==> src/rtl/hdmi_pkg.sv <==
// Shared types and default frame geometry for the HDMI upscale path.
package hdmi_pkg;

    typedef enum logic [1:0] {
        IDLE   = 2'd0,
        SEEK   = 2'd1,
        LOCKED = 2'd2
    } lock_state_t;

    // Default 480p output raster and NES input raster.
    localparam int DEF_OFRAME_WIDTH   = 858;
    localparam int DEF_OFRAME_HEIGHT  = 525;
    localparam int DEF_OSCREEN_WIDTH  = 720;
    localparam int DEF_ISCREEN_WIDTH  = 256;
    localparam int DEF_ISCREEN_HEIGHT = 240;

    // Bit width needed to hold values 0..n-1, never less than one bit.
    function automatic int width_of(input int n);
        return (n > 1) ? $clog2(n) : 1;
    endfunction

endpackage

==> src/rtl/hdmi_raster_counter.sv <==
// Output raster counters: column hx, row hy and the vertical replication
// phase sub_hy, plus end-of-line / end-of-frame strobes decoded from them.
module hdmi_raster_counter import hdmi_pkg::*; #(
    parameter int OFRAME_WIDTH  = DEF_OFRAME_WIDTH,
    parameter int OFRAME_HEIGHT = DEF_OFRAME_HEIGHT,
    parameter int SUB_Y         = 2,
    parameter int SY_W          = width_of(SUB_Y)
) (
    input  logic            clk_h,
    input  logic            rst_h_n,
    output logic [9:0]      hx,
    output logic [9:0]      hy,
    output logic [SY_W-1:0] sub_hy,
    output logic            line_end,
    output logic            frame_end
);

    localparam logic [9:0]      HX_LAST    = 10'(OFRAME_WIDTH - 1);
    localparam logic [9:0]      HY_LAST    = 10'(OFRAME_HEIGHT - 1);
    localparam logic [SY_W-1:0] SUB_Y_LAST = SY_W'(SUB_Y - 1);

    assign line_end  = (hx == HX_LAST);
    assign frame_end = line_end && (hy == HY_LAST);

    // Free-running raster; sub_hy realigns to zero at every frame wrap so an
    // odd frame height does not skew the replication phase.
    always_ff @(posedge clk_h) begin
        if (!rst_h_n) begin
            hx     <= '0;
            hy     <= '0;
            sub_hy <= '0;
        end else begin
            hx <= line_end ? 10'd0 : hx + 10'd1;
            if (line_end) begin
                hy <= frame_end ? 10'd0 : hy + 10'd1;
                if (frame_end || (sub_hy == SUB_Y_LAST)) begin
                    sub_hy <= '0;
                end else begin
                    sub_hy <= sub_hy + SY_W'(1);
                end
            end
        end
    end

endmodule

==> src/rtl/hdmi_scan_sequencer.sv <==
// Output raster sequencer for the HDMI upscale path: pillarbox draw window,
// line-buffer read index, per-input-line copy strobe, PPU frame request and
// the frame-lock FSM that gates NES pixels.
// Optional build macro HDMI_SEQ_STATS_EN: enables the saturating resync_cnt
// register counting LOCKED->SEEK transitions; otherwise resync_cnt reads 0.
module hdmi_scan_sequencer import hdmi_pkg::*; #(
    parameter int OFRAME_WIDTH    = DEF_OFRAME_WIDTH,
    parameter int OFRAME_HEIGHT   = DEF_OFRAME_HEIGHT,
    parameter int OSCREEN_WIDTH   = DEF_OSCREEN_WIDTH,
    parameter int ISCREEN_WIDTH   = DEF_ISCREEN_WIDTH,
    parameter int ISCREEN_HEIGHT  = DEF_ISCREEN_HEIGHT,
    parameter int SUB_X           = 2,
    parameter int SUB_Y           = 2,
    parameter int OSCREEN_SHIFT   = (OSCREEN_WIDTH - ISCREEN_WIDTH * SUB_X) / 2,
    parameter int PRERENDER_LINES = 1,
    parameter int LOCK_TOL        = 2,
    parameter int MISS_MAX        = 3
) (
    input  logic       clk_h,
    input  logic       rst_h_n,
    input  logic       enable,
    input  logic       ppu_frame_i,
    output logic [9:0] hx,
    output logic [9:0] hy,
    output logic       hdmi_on,
    output logic       nes_on,
    output logic [7:0] rd_idx,
    output logic       load_iline,
    output logic       new_frame,
    output logic       locked,
    output logic [1:0] lock_state,
    output logic [7:0] resync_cnt
);

    localparam int SY_W     = width_of(SUB_Y);
    localparam int MISS_W   = width_of(MISS_MAX);
    localparam int SX_SHIFT = $clog2(SUB_X);
    localparam int NF_LINE  = OFRAME_HEIGHT - SUB_Y * (PRERENDER_LINES + 1);

    localparam logic [9:0]      VIS_W      = 10'(OSCREEN_WIDTH);
    localparam logic [9:0]      VIS_H      = 10'(ISCREEN_HEIGHT * SUB_Y);
    localparam logic [9:0]      WIN_LO     = 10'(OSCREEN_SHIFT);
    localparam logic [9:0]      WIN_HI     = 10'(OSCREEN_SHIFT + ISCREEN_WIDTH * SUB_X);
    localparam logic [9:0]      NF_HY      = 10'(NF_LINE);
    localparam logic [9:0]      LOCK_HI    = 10'(NF_LINE + LOCK_TOL);
    localparam logic [9:0]      EVAL_HY    = 10'(NF_LINE + LOCK_TOL + 1);
    localparam logic [SY_W-1:0] SUB_Y_LAST = SY_W'(SUB_Y - 1);
    localparam logic [MISS_W-1:0] MISS_LAST = MISS_W'(MISS_MAX - 1);

    logic [SY_W-1:0]   sub_hy;
    logic              line_end;
    logic              frame_end;

    lock_state_t       state, state_next;
    logic [MISS_W-1:0] miss, miss_next;
    logic              hit, hit_next;
    logic              stray, stray_next;

    logic              in_window;
    logic [9:0]        hx_off;
    logic              lock_win;
    logic              eval_pt;
    logic              frame_good;

    hdmi_raster_counter #(
        .OFRAME_WIDTH  (OFRAME_WIDTH),
        .OFRAME_HEIGHT (OFRAME_HEIGHT),
        .SUB_Y         (SUB_Y),
        .SY_W          (SY_W)
    ) u_raster (
        .clk_h     (clk_h),
        .rst_h_n   (rst_h_n),
        .hx        (hx),
        .hy        (hy),
        .sub_hy    (sub_hy),
        .line_end  (line_end),
        .frame_end (frame_end)
    );

    // Zero-latency raster decodes.
    assign hdmi_on    = (hx < VIS_W) && (hy < VIS_H);
    assign in_window  = hdmi_on && (hx >= WIN_LO) && (hx < WIN_HI);
    assign hx_off     = hx - WIN_LO;
    assign rd_idx     = in_window ? 8'(hx_off >> SX_SHIFT) : 8'd0;
    assign nes_on     = in_window && (state == LOCKED);
    assign load_iline = line_end && ((sub_hy == SUB_Y_LAST) || frame_end);
    assign new_frame  = (hy == NF_HY) && (state != IDLE);
    assign locked     = (state == LOCKED);
    assign lock_state = state;

    // Lock window: PPU frame start expected from NF_LINE up to LOCK_TOL lines late.
    assign lock_win   = (hy >= NF_HY) && (hy <= LOCK_HI);
    assign eval_pt    = (hx == 10'd0) && (hy == EVAL_HY);
    assign frame_good = hit && !stray;

    // FSM and flag registers.
    always_ff @(posedge clk_h) begin
        if (!rst_h_n) begin
            state <= IDLE;
            miss  <= '0;
            hit   <= 1'b0;
            stray <= 1'b0;
        end else begin
            state <= state_next;
            miss  <= miss_next;
            hit   <= hit_next;
            stray <= stray_next;
        end
    end

    // Next-state logic. Evaluation uses the flags registered before the
    // evaluation cycle; a pulse landing in that cycle falls outside every
    // window and is carried into the next frame as stray.
    always_comb begin
        state_next = state;
        miss_next  = miss;
        hit_next   = hit;
        stray_next = stray;

        if (eval_pt) begin
            hit_next   = 1'b0;
            stray_next = 1'b0;
        end
        if (ppu_frame_i) begin
            if (lock_win) begin
                hit_next = 1'b1;
            end else begin
                stray_next = 1'b1;
            end
        end

        unique case (state)
            IDLE: begin
                state_next = SEEK;
            end
            SEEK: begin
                if (eval_pt && frame_good) begin
                    state_next = LOCKED;
                    miss_next  = '0;
                end
            end
            LOCKED: begin
                if (eval_pt) begin
                    if (frame_good) begin
                        miss_next = '0;
                    end else if (miss == MISS_LAST) begin
                        state_next = SEEK;
                        miss_next  = '0;
                    end else begin
                        miss_next = miss + MISS_W'(1);
                    end
                end
            end
            default: begin
                state_next = IDLE;
            end
        endcase

        if (!enable) begin
            state_next = IDLE;
            miss_next  = '0;
            hit_next   = 1'b0;
            stray_next = 1'b0;
        end
    end

`ifdef HDMI_SEQ_STATS_EN
    logic resync_evt;
    assign resync_evt = (state == LOCKED) && (state_next == SEEK);

    // Saturating count of lock losses; survives enable drops, clears on reset.
    always_ff @(posedge clk_h) begin
        if (!rst_h_n) begin
            resync_cnt <= '0;
        end else if (resync_evt && (resync_cnt != 8'hFF)) begin
            resync_cnt <= resync_cnt + 8'd1;
        end
    end
`else
    assign resync_cnt = 8'd0;
`endif

endmodule

==> config.mk <==
export PLATFORM = sky130hd
export DESIGN_NAME = hdmi_scan_sequencer
export DESIGN_NICKNAME = d
export VERILOG_FILES = /design/src/rtl/hdmi_pkg.sv /design/src/rtl/hdmi_raster_counter.sv /design/src/rtl/hdmi_scan_sequencer.sv
export SDC_FILE = /design/constraint.sdc
export NUM_CORES = 1
export LEC_CHECK = 0
export BUFFER_PORTS_ARGS = -buffer_cell sky130_fd_sc_hd__buf_2
export CAP_MARGIN = 10
export CORE_MARGIN = 1.5
export CORE_UTILIZATION = 47
export CTS_CLUSTER_DIAMETER = 100
export DETAILED_ROUTE_END_ITERATION = 12
export PLACE_DENSITY = 0.76
export RECOVER_POWER = 25
export SYNTH_ARGS = -nofsm -noshare
export SYNTH_HDL_FRONTEND = slang
export SYNTH_SLANG_ARGS = --single-unit
==> constraint.sdc <==
create_clock -name clk_h -period 1.65 [get_ports clk_h]
set_input_delay 0.0825 -clock clk_h [delete_from_list [all_inputs] [get_ports clk_h]]
set_output_delay 0.0825 -clock clk_h [all_outputs]
set_load 0.05 [all_outputs]
After elaboration in Yosys (flattened, before gate mapping):

Index checks and enable logic that the tools add are counted.

* register bits after elaboration: 27
* bits in latches: 0
* bits in writable memories: 0
* memory bits (read-only): 0
* output and inout bits: 43
* logic and storage cells: 69
* memories: 0

* add/sub/neg operators: 5
* multiply operators: 0
* divide/modulo/power cells: 0
* $lt $le $gt $ge: 6
* eq/ne operators: 10
* shift-type cells: 0
* muxes and demuxes: 19
* bitwise gates (word level): 1
* reduce and logical (&&, ||, !) cells: 21

Operators by type and width (number)
* == test 10 bit (second input constant): 3
* adder 10 x 1 -> 10 bit (second input constant): 2
* < comparator 10 bit (second input constant): 2
* two-way mux 2 bit: 8
* logical AND 1 bit: 11
* >= comparator 10 bit (second input constant): 1
* >= comparator 10 x 7 -> 1 bit (second input constant): 1
* less-or-equal comparator 10 bit (second input constant): 1
* zero test 10 bit: 1
* < comparator 10 x 9 -> 1 bit (second input constant): 1
* two-way mux 10 bit: 1
* subtractor 9 x 7 -> 9 bit (second input constant): 1
* two-way mux 8 bit: 1
* two-way mux 1 bit: 7
* case mux 2 bit (3 select lines): 1
* == test 2 bit (second input constant): 2
* inequality test 2 x 1 -> 1 bit (second input constant): 2
* inequality test 2 bit (second input constant): 2
* case mux 2 bit (2 select lines): 1
* AND reduction 4 bit: 1
* nonzero test 2 bit: 2
* AND reduction 3 bit: 1
* adder 2 x 1 -> 2 bit (second input constant): 1
* == test 2 x 1 -> 1 bit (second input constant): 1
* other kinds (7): 7

Longest topological paths before layout:

Gate-level depths: netlist of the first run.

* word-level depth: 5
* depth in mapped cells: 7
* depth with buffers taken out: 6

Modules after synthesis:

A second synthesis of the first run with hierarchy kept.

* cell total of the unflattened synthesis: 205
* area total of the unflattened synthesis: 1757.9 um^2

By module, submodules not included
* hdmi_raster_counter: instances 1, cells each 115, area each 1072.3 um^2, seq. area each 420.4 um^2
* hdmi_scan_sequencer: instances 1, cells each 90, area each 685.7 um^2, seq. area each 120.1 um^2

Least setup slack after synthesis of the first run:

No wires, ideal clock.

* kind: reg2out
* from: reg u_raster.hx[3]
* to: out rd_idx[7]
* data arrival time: 2540 ps
* data required time: 1567 ps
* slack: -972 ps
* stages on the path, launching flop included: 7
* buffers on the path: 1
* cell sequence: dfxtp_1 > ha_1 > nor4b_1 > o21bai_1 > a221o_1 > clkbuf_1 > a21oi_1

* longest elaborated chain between the ends: 5
* elaborated cells between the ends (all ways): 8
* those cells by class: add/sub (1); order compare (3); mux (1); reduce/logical (3)

Ends and longest elaborated chain
* from (decl): RTL line hdmi_raster_counter.sv:11 `output logic [9:0] hx,`
* from (signal assigned): RTL line hdmi_raster_counter.sv:33 `hx <= line_end ? 10'd0 : hx + 10'd1;`
* < comparator 10 bit: RTL line hdmi_scan_sequencer.sv:81 `assign hdmi_on = (hx < VIS_W) && (hy < VIS_H);`
* logical AND 1 bit: RTL line hdmi_scan_sequencer.sv:81
* logical AND 1 bit (2 in a row): RTL line hdmi_scan_sequencer.sv:82 `assign in_window = hdmi_on && (hx >= WIN_LO) && (hx < WIN_HI);`
* two-way mux 8 bit *: RTL line hdmi_scan_sequencer.sv:84 `assign rd_idx = in_window ? 8'(hx_off >> SX_SHIFT) : 8'd0;`
* to (decl): RTL line hdmi_scan_sequencer.sv:27 `output logic [7:0] rd_idx,`

Mark *: on every way between the ends. The rest lies on a longest branch, timed or not.

Worst setup path in the final report of the first run:

Same ends and word-level chain as after synthesis.

==> flow_summary_export.csv, run 1 <==
group,metric,value,unit
detailed_routing,wl_per_cell,17.96,um
logic_synthesis,synth_seq_area_share,31.81,%
logic_synthesis,yosysWarnings,0,
power_and_ir_drop,p_int,0.0008487,W
critical_path,path_max_fanout,9,
layout,diodes,0,
floorplan,fp.dieW,63.13,um
layout,drive_above_1_share,56.00,%
placement,portBuffers,38,
power_and_ir_drop,p_per_area,431.4,nW/um^2
power_and_ir_drop,p_sw,0.0003879,W
detailed_routing,drt-pass1-iter-count,4,
layout,fin_area,2867,um^2
global_route,first_global_vias,1772,
sta,skew,0.006468,ns
floorplan,die_y,63.13,um
sta,finalSetupViolations,34,
sta,final_hold_viol_count,0,
global_route,grt_pass1_wl,8231,um
clock_tree,cts-root-buf,"clkbuf_4",
sta,setup_ws,-0.4451,ns
clock_tree,clk_pin_slew,0.15,ns
power_and_ir_drop,clockPowerShare,24.5,%
sta,max_clock_freq,477.3,MHz
placement,place_area,2421,um^2
layout,fin_cells,346,
power_and_ir_drop,power_frac_seq,54.0,%
floorplan,num_rows,21,
clock_tree,cts_tree,"built",
critical_path,critPathRequiredTime,1.57,ns
global_route,grt_max_degree,15,
clock_tree,clock_sinks,27,
layout,fin_nets,315,
global_route,grt_overflow_total,0,
detailed_routing,ant_nets,0,
clock_tree,cts_made_buffers,3,
power_and_ir_drop,vdd_drop_max,0.4077,mV
floorplan,die_area,3985,um^2
floorplan,core,3390,um^2
critical_path,criticalPathCategory,"flip-flop to output pin",
global_route,antenna_found_initial,0,
sta,finalCritPeriodShare,127.0,%
sta,holdWs,0.03121,ns
power_and_ir_drop,combPwrFrac,21.5,%
layout,final_cell_mix,"buf_4, buf_2, buf_6, nand3_1, nor2_4",
logic_synthesis,synth_edf_count,0,
status,violations,"setup timing",
placement,place_inst,333,
critical_path,worstPathCellList,"ha_4 > nor4b_4 > o21bai_1 > a221o_1 > buf_12 > a21oi_4 > buf_6",
power_and_ir_drop,leakagePower,1.163,nW
logic_synthesis,synth.distinct_cells,42,
detailed_routing,vias_per_cell,5.630,
logic_synthesis,avgSynthCellArea,7.977,um^2
placement,gp_congestion,0.8403,
critical_path,endpoint_kind,"output pin",
sta,setup_tns,-6.495,ns
sta,rsz0062_at_grt,"yes",
detailed_routing,routed_wirelength,6213,um
sta,tightest_slew,0.6378,ns
run,max_cap_viol_count,0,
status,status,"finished, violations left",
logic_synthesis,synth_area,1699,um^2
floorplan,ios,47,
logic_synthesis,ys_ff_latch,27,
clock_tree,clk_latency,0.34,ns
detailed_routing,drtIter0Drc,125,
logic_synthesis,syn_inst,213,
critical_path,critPathSlowestCell,"dfxtp_4",
critical_path,startpoint_type,"flip-flop",
placement,dp_hpwl,3456,um
floorplan,initial_core_util,50.13,%
layout,fillers,193,
critical_path,critPathMaxStageDelay,0.43,ns
logic_synthesis,ys.flop_type,"dfxtp_1",
clock_tree,clockBufferDepth,2,
layout,layout_commonest_cell,"buf_4",
detailed_routing,drc,0,
sta,slew_headroom,57.66,%
logic_synthesis,synthArstFlopShare,0,%
detailed_routing,vias,1948,
power_and_ir_drop,p_sw_share,31.36,%
sta,fin_crit,2.095,ns
clock_tree,cts_max_level,1,
min_path,min_path_type,"input port to flip-flop",
global_route,grtUsageTotal,25.87,%
clock_tree,postCtsHoldBufs,0,
sta,drv_slew,0,
layout,syn_to_final_growth,68.70,%
critical_path,arrival,2.01,ns
==> repair_timing <==
item	4_1_cts	5_1_grt
endpoints found under the hold margin	0	0
setup endpoints to repair	25	37
cloned	0	1
buffers inserted	5	5
resized for setup	44	41
pin swaps	5	23
==> per-layer routing <==
metal / share of wire (%) / track usage (%)
met2: 53 / 47.21
met1: 40 / 30.89
met5: 0 / 0
met3: 4.8 / 2.857
met4: 2.5 / 9.722
==> power groups by stage <==
stage	Sequential (W)	Combinational, W	Clock [W]
floorplan	0.000706	0.000113	0
global placement	0.000676	0.000187	0
CTS	0.000662	0.000224	0.000302
global route	0.000668	0.000278	0.000342
finish	0.000668	0.000266	0.000302
detailed placement	0.000676	0.000190	0
==> worst paths after layout <==
kind	start	endpoint	slack (ns)	cells past startpoint
setup / recovery	u_raster.hx[3]$_SDFF_PP0_	rd_idx[7]	-0.45	7
hold reg to reg	u_raster.sub_hy$_SDFFE_PN0P_	u_raster.sub_hy$_SDFFE_PN0P_	0.47	2
setup reg to reg	u_raster.hx[1]$_SDFF_PP0_	miss[1]$_SDFFE_PN0P_	-0.25	6
hold / removal	ppu_frame_i	stray$_SDFF_PN0_	0.03	3
==> final cells by class <==
cell class	instances	area [um^2]	area share, %
Clock buffer	4	26.28	0.9166
Inverter	15	61.31	2.139
Multi-Input combinational cell	162	1380	48.14
Sequential cell	27	590.6	20.60
Tap cell	46	57.56	2.008
Timing Repair Buffer	92	750.7	26.19
==> logic make-up after synthesis <==
logic type / synth area share [%]
multiplexers: 0.5891
XOR/XNOR: 7.217
flip-flops: 31.81
AO/OA/AOI/OAI: 12.08
buffers and inverters: 9.940
adder cells (fa/ha/maj): 7.364
other: 0.2207
AND/OR/NAND/NOR: 30.78
==> synth_stat cells, drive strengths merged, types with 4 or more instances <==
master / number / share of area (%)
xnor2: 9 / 4.6
ha: 10 / 7.4
o31ai: 4 / 1.8
nand3: 17 / 5.0
inv: 15 / 3.3
a21oi: 13 / 3.8
o21ai: 8 / 2.4
nor2: 28 / 6.2
or4: 4 / 1.8
nor3: 5 / 1.5
nand2: 12 / 2.7
buf: 14 / 6.2
dfxtp: 27 / 32
and3: 4 / 1.5
xor2: 5 / 2.6
==> through the flow <==
step	setup slack (ns)	total power (W)	util (%)
after CTS	-0.3860	0.001189	78.04
after floorplan	-0.1665	0.0008188	-
after detailed placement	-0.1381	0.0008661	71.43
after global routing	-0.5320	0.001288	84.57
after global placement	-0.06525	0.0008621	71.43
final	-0.4451	0.001237	84.57
==> flip-flops by register name, summed over array words and instances, names as in the netlist <==
signal           cells
u_raster.hx         10
u_raster.hy         10
lock_state           2
miss                 2
hit                  1
stray                1
u_raster.sub_hy      1
==> worst max-delay path, delay by kind of cell, from the launching register on <==
kind / cells / cell delay (ns)
adders and majority gates: 1 / 0.15
DFF: 1 / 0.43
AOI/OAI and AO/OA: 3 / 0.58
buffers and inverters: 2 / 0.34
and+or+nand+nor: 1 / 0.18
(Power assumes the default switching activity.)
==> inputs of run 2 (changes only) <==
Settings changed: PLACE_DENSITY 0.76 to 0.75, SYNTH_HIERARCHICAL from default to 1.
==> run 2 against run 1 <==
Net effect: the run still ends with setup timing left; flip-flop and latch count unchanged; largest cell class unchanged; critical path type unchanged; clock power increased by 25%; combinational power decreased by 39%; count of clock-buffer cells in the layout decreased by 1; critical path depth down 1; sequential power fell by 2%.
==> flow_summary_export.csv, run 2 <==
group,metric,value,unit
status,status,"finished, violations left",
power_and_ir_drop,p_sw,0.0003314,W
detailed_routing,wl_per_cell,14.59,um
sta,fin_crit,1.918,ns
sta,max_clock_freq,521.4,MHz
sta,slew_headroom,60.66,%
detailed_routing,drc,0,
placement,place_inst,324,
logic_synthesis,synth_area,1758,um^2
floorplan,die_area,4116,um^2
floorplan,fp.dieW,64.16,um
layout,final_cell_mix,"buf_4, nor2_1, buf_6, buf_2",
layout,regArea,595.6,um^2
power_and_ir_drop,p_sw_share,27.80,%
clock_tree,clockBufferDepth,2,
logic_synthesis,ys.flop_type,"dfxtp_1",
min_path,min_path_type,"input port to flip-flop",
power_and_ir_drop,p_per_area,424.3,nW/um^2
logic_synthesis,synth_top_area_cell,"dfxtp_1",
placement,portBuffers,38,
clock_tree,cts_tree,"built",
critical_path,criticalPathCategory,"flip-flop to output pin",
layout,drive_above_1_share,51.03,%
logic_synthesis,avgSynthCellArea,8.575,um^2
layout,layout_commonest_cell,"buf_4",
logic_synthesis,ys_ff_latch,27,
clock_tree,cts-root-buf,"clkbuf_8",
logic_synthesis,synthArstFlopShare,0,%
detailed_routing,routed_wirelength,4959,um
sta,skew,0.006404,ns
global_route,grt_pass1_wl,7500,um
power_and_ir_drop,power_frac_seq,54.8,%
critical_path,path_max_fanout,5,
placement,dp_hpwl,3264,um
detailed_routing,drt-pass1-iter-count,4,
sta,final_hold_viol_count,0,
min_path,hold_end,"stray$_SDFF_PN0_",
logic_synthesis,ys_top_cells_by_area,"dfxtp_1, nor2_1, xnor2_1",
power_and_ir_drop,vdd_drop_max,0.3062,mV
logic_synthesis,synth_xor_area_share,8.470,%
logic_synthesis,synth_edf_count,0,
floorplan,die_y,64.16,um
sta,setup_tns,-2.593,ns
detailed_routing,drtIter0Drc,83,
clock_tree,postCtsHoldBufs,0,
critical_path,critPathRequiredTime,1.57,ns
power_and_ir_drop,leakagePower,1.171,nW
detailed_routing,ant_nets,0,
clock_tree,cts_max_level,1,
logic_synthesis,syn_inst,205,
floorplan,core,3633,um^2
detailed_routing,vias_per_cell,5.350,
logic_synthesis,yosysWarnings,6,
logic_synthesis,muxShareOfSynthArea,1.139,%
clock_tree,clk_latency,0.27,ns
floorplan,initial_core_util,48.38,%
min_path,hold_path_depth,3,
layout,syn_to_final_growth,59.79,%
critical_path,r2r_slack,-0.10,ns
logic_synthesis,synth_top_family_by_area,"simple AND/OR/NAND/NOR gates",
layout,fin_cells,340,
sta,drv_slew,0,
critical_path,critPathMaxStageDelay,0.35,ns
power_and_ir_drop,combPwrFrac,13.5,%
layout,fin_nets,303,
power_and_ir_drop,clockPowerShare,31.8,%
sta,tightest_slew,0.5926,ns
logic_synthesis,synth-compound-area-share,11.74,%
sta,finalCritPeriodShare,116.2,%
logic_synthesis,synth.distinct_cells,51,
status,violations,"setup timing",
clock_tree,clk_pin_slew,0.10,ns
run,max_cap_viol_count,0,
global_route,grtUsageTotal,22.98,%
global_route,first_global_vias,1622,
global_route,antenna_found_initial,0,
critical_path,r2r_cells,6,
layout,reg_top3,"u_raster/hx x10, u_raster/hy x10",
layout,multi_input_area,1360,um^2
layout,fillers,254,
logic_synthesis,synth.top_cell.area_share,30.75,%
global_route,grt_overflow_total,0,
min_path,min_from,"ppu_frame_i",
placement,place_ws,-0.006374,ns
logic_synthesis,synth_seq_area_share,30.75,%
layout,diodes,0,
sta,setup_ws,-0.2680,ns
placement,gp_congestion,0.8004,
critical_path,endpoint_kind,"output pin",
critical_path,startpoint_type,"flip-flop",
logic_synthesis,synth_simple_gate_area_share,36.23,%
logic_synthesis,synthTopCellsByCount,"nor2_1, dfxtp_1, inv_1, xnor2_1",
power_and_ir_drop,p_int,0.0008605,W
critical_path,worstPathCellList,"o211a_1 > or3_4 > o211ai_4 > buf_12 > a21oi_4 > buf_6",
critical_path,r2r-start,"u_raster/hx[3]$_SDFF_PP0_",
clock_tree,cts_made_buffers,3,
floorplan,num_rows,22,
sta,rsz0062_at_grt,"yes",
critical_path,r2r-end,"lock_state[0]$_SDFFE_PN0P_",
logic_synthesis,synthAdderAreaFrac,4.270,%
sta,finalSetupViolations,14,
critical_path,arrival,1.84,ns
logic_synthesis,synth.most_common_cell,"nor2_1",
detailed_routing,vias,1819,
global_route,grt_max_degree,16,
critical_path,critPathSlowestCell,"dfxtp_4",
floorplan,ios,47,
clock_tree,clock_sinks,27,
[run 2: changes by cell type after synthesis, sizes merged, moves of 4 or more]
cell / previous run / this run
a21oi: 13 / 8
ha: 10 / 6
nand2: 12 / 7
nand3: 17 / 5
nor2: 28 / 39
nor4: 3 / 10
[run 2: area by class of cell]
| cell class | count | area share, % |
|---|---|---|
| Multi-Input combinational cell | 162 | 48.42 |
| Timing Repair Buffer | 87 | 24.81 |
| Clock inverter | 1 | 0.1782 |
| Clock buffer | 3 | 1.470 |
| Tap cell | 48 | 2.138 |
| Inverter | 12 | 1.782 |
| Sequential cell | 27 | 21.20 |
[run 2: critical path, delay by kind of cell, from the launching register on]
| family | cells | cell delay, ns |
|---|---|---|
| flops | 1 | 0.35 |
| simple gates | 1 | 0.35 |
| buf+inv | 2 | 0.33 |
| compound gates | 3 | 0.52 |
[run 2: timing repair]
item / 4_1_cts / 5_1_grt
setup endpoints to repair: 14 / 19
setup buffers: 6 / 6
resized for setup: 31 / 29
pin swaps: 9 / 15
[run 2: per-stage QoR]
stage                     instance area [um^2]  total power (W)  utilization [%]  hold WS [ns]
final                                     2809         0.001192            77.31       0.08494
after global routing                      2809         0.001240            77.31       0.09632
after floorplan                           1961        0.0007974                -        0.2261
after CTS                                 2644         0.001196            72.76       0.07689
after global placement                    2432        0.0008278            66.94        0.3657
after detailed placement                  2432        0.0008287            66.94        0.3729
[run 2: cell families (layout without fill, tap and decap cells)]
logic type,Yosys count,after routing
buffers and inverters,23,103
flip-flops,27,27
AO/OA/AOI/OAI,30,30
XOR/XNOR,17,17
multiplexers,2,2
AND/OR/NAND/NOR,99,99
adder cells (fa/ha/maj),6,6
other,1,8
[run 2: routing by layer]
| metal | GRT usage, % | vias up | share of wire [%] |
|---|---|---|---|
| met3 | 3.345 | 6 | 3.0 |
| met2 | 40.10 | 40 | 53 |
| li1 | - | 893 | - |
| met5 | 0 | - | 0 |
| met1 | 29.32 | 880 | 43 |
| met4 | 6.649 | 0 | 1.2 |
[run 2: worst max path at each step]
stage | to | from | cells after the start | slack (ns)
after floorplan | nes_on | u_raster/hx[3]$_SDFF_PP0_ | 4 | -0.16
after global placement | lock_state[0]$_SDFFE_PN0P_ | u_raster/hx[1]$_SDFF_PP0_ | 6 | -0.005
after detailed placement | rd_idx[4] | u_raster/hx[3]$_SDFF_PP0_ | 6 | -0.006
after CTS | rd_idx[7] | u_raster/hx[3]$_SDFF_PP0_ | 6 | -0.29
after global routing | rd_idx[7] | u_raster/hx[3]$_SDFF_PP0_ | 6 | -0.33
final | rd_idx[7] | u_raster/hx[3]$_SDFF_PP0_ | 6 | -0.27
[run 2: power by group through the flow]
| stage | logic [W] | registers (W) | clock network (W) |
|---|---|---|---|
| after CTS | 0.000159 | 0.000656 | 0.000381 |
| after detailed placement | 0.000156 | 0.000673 | 0 |
| after global routing | 0.000170 | 0.000655 | 0.000414 |
| after floorplan | 0.0000934 | 0.000704 | 0 |
| after global placement | 0.000155 | 0.000673 | 0 |
| final | 0.000161 | 0.000653 | 0.000379 |
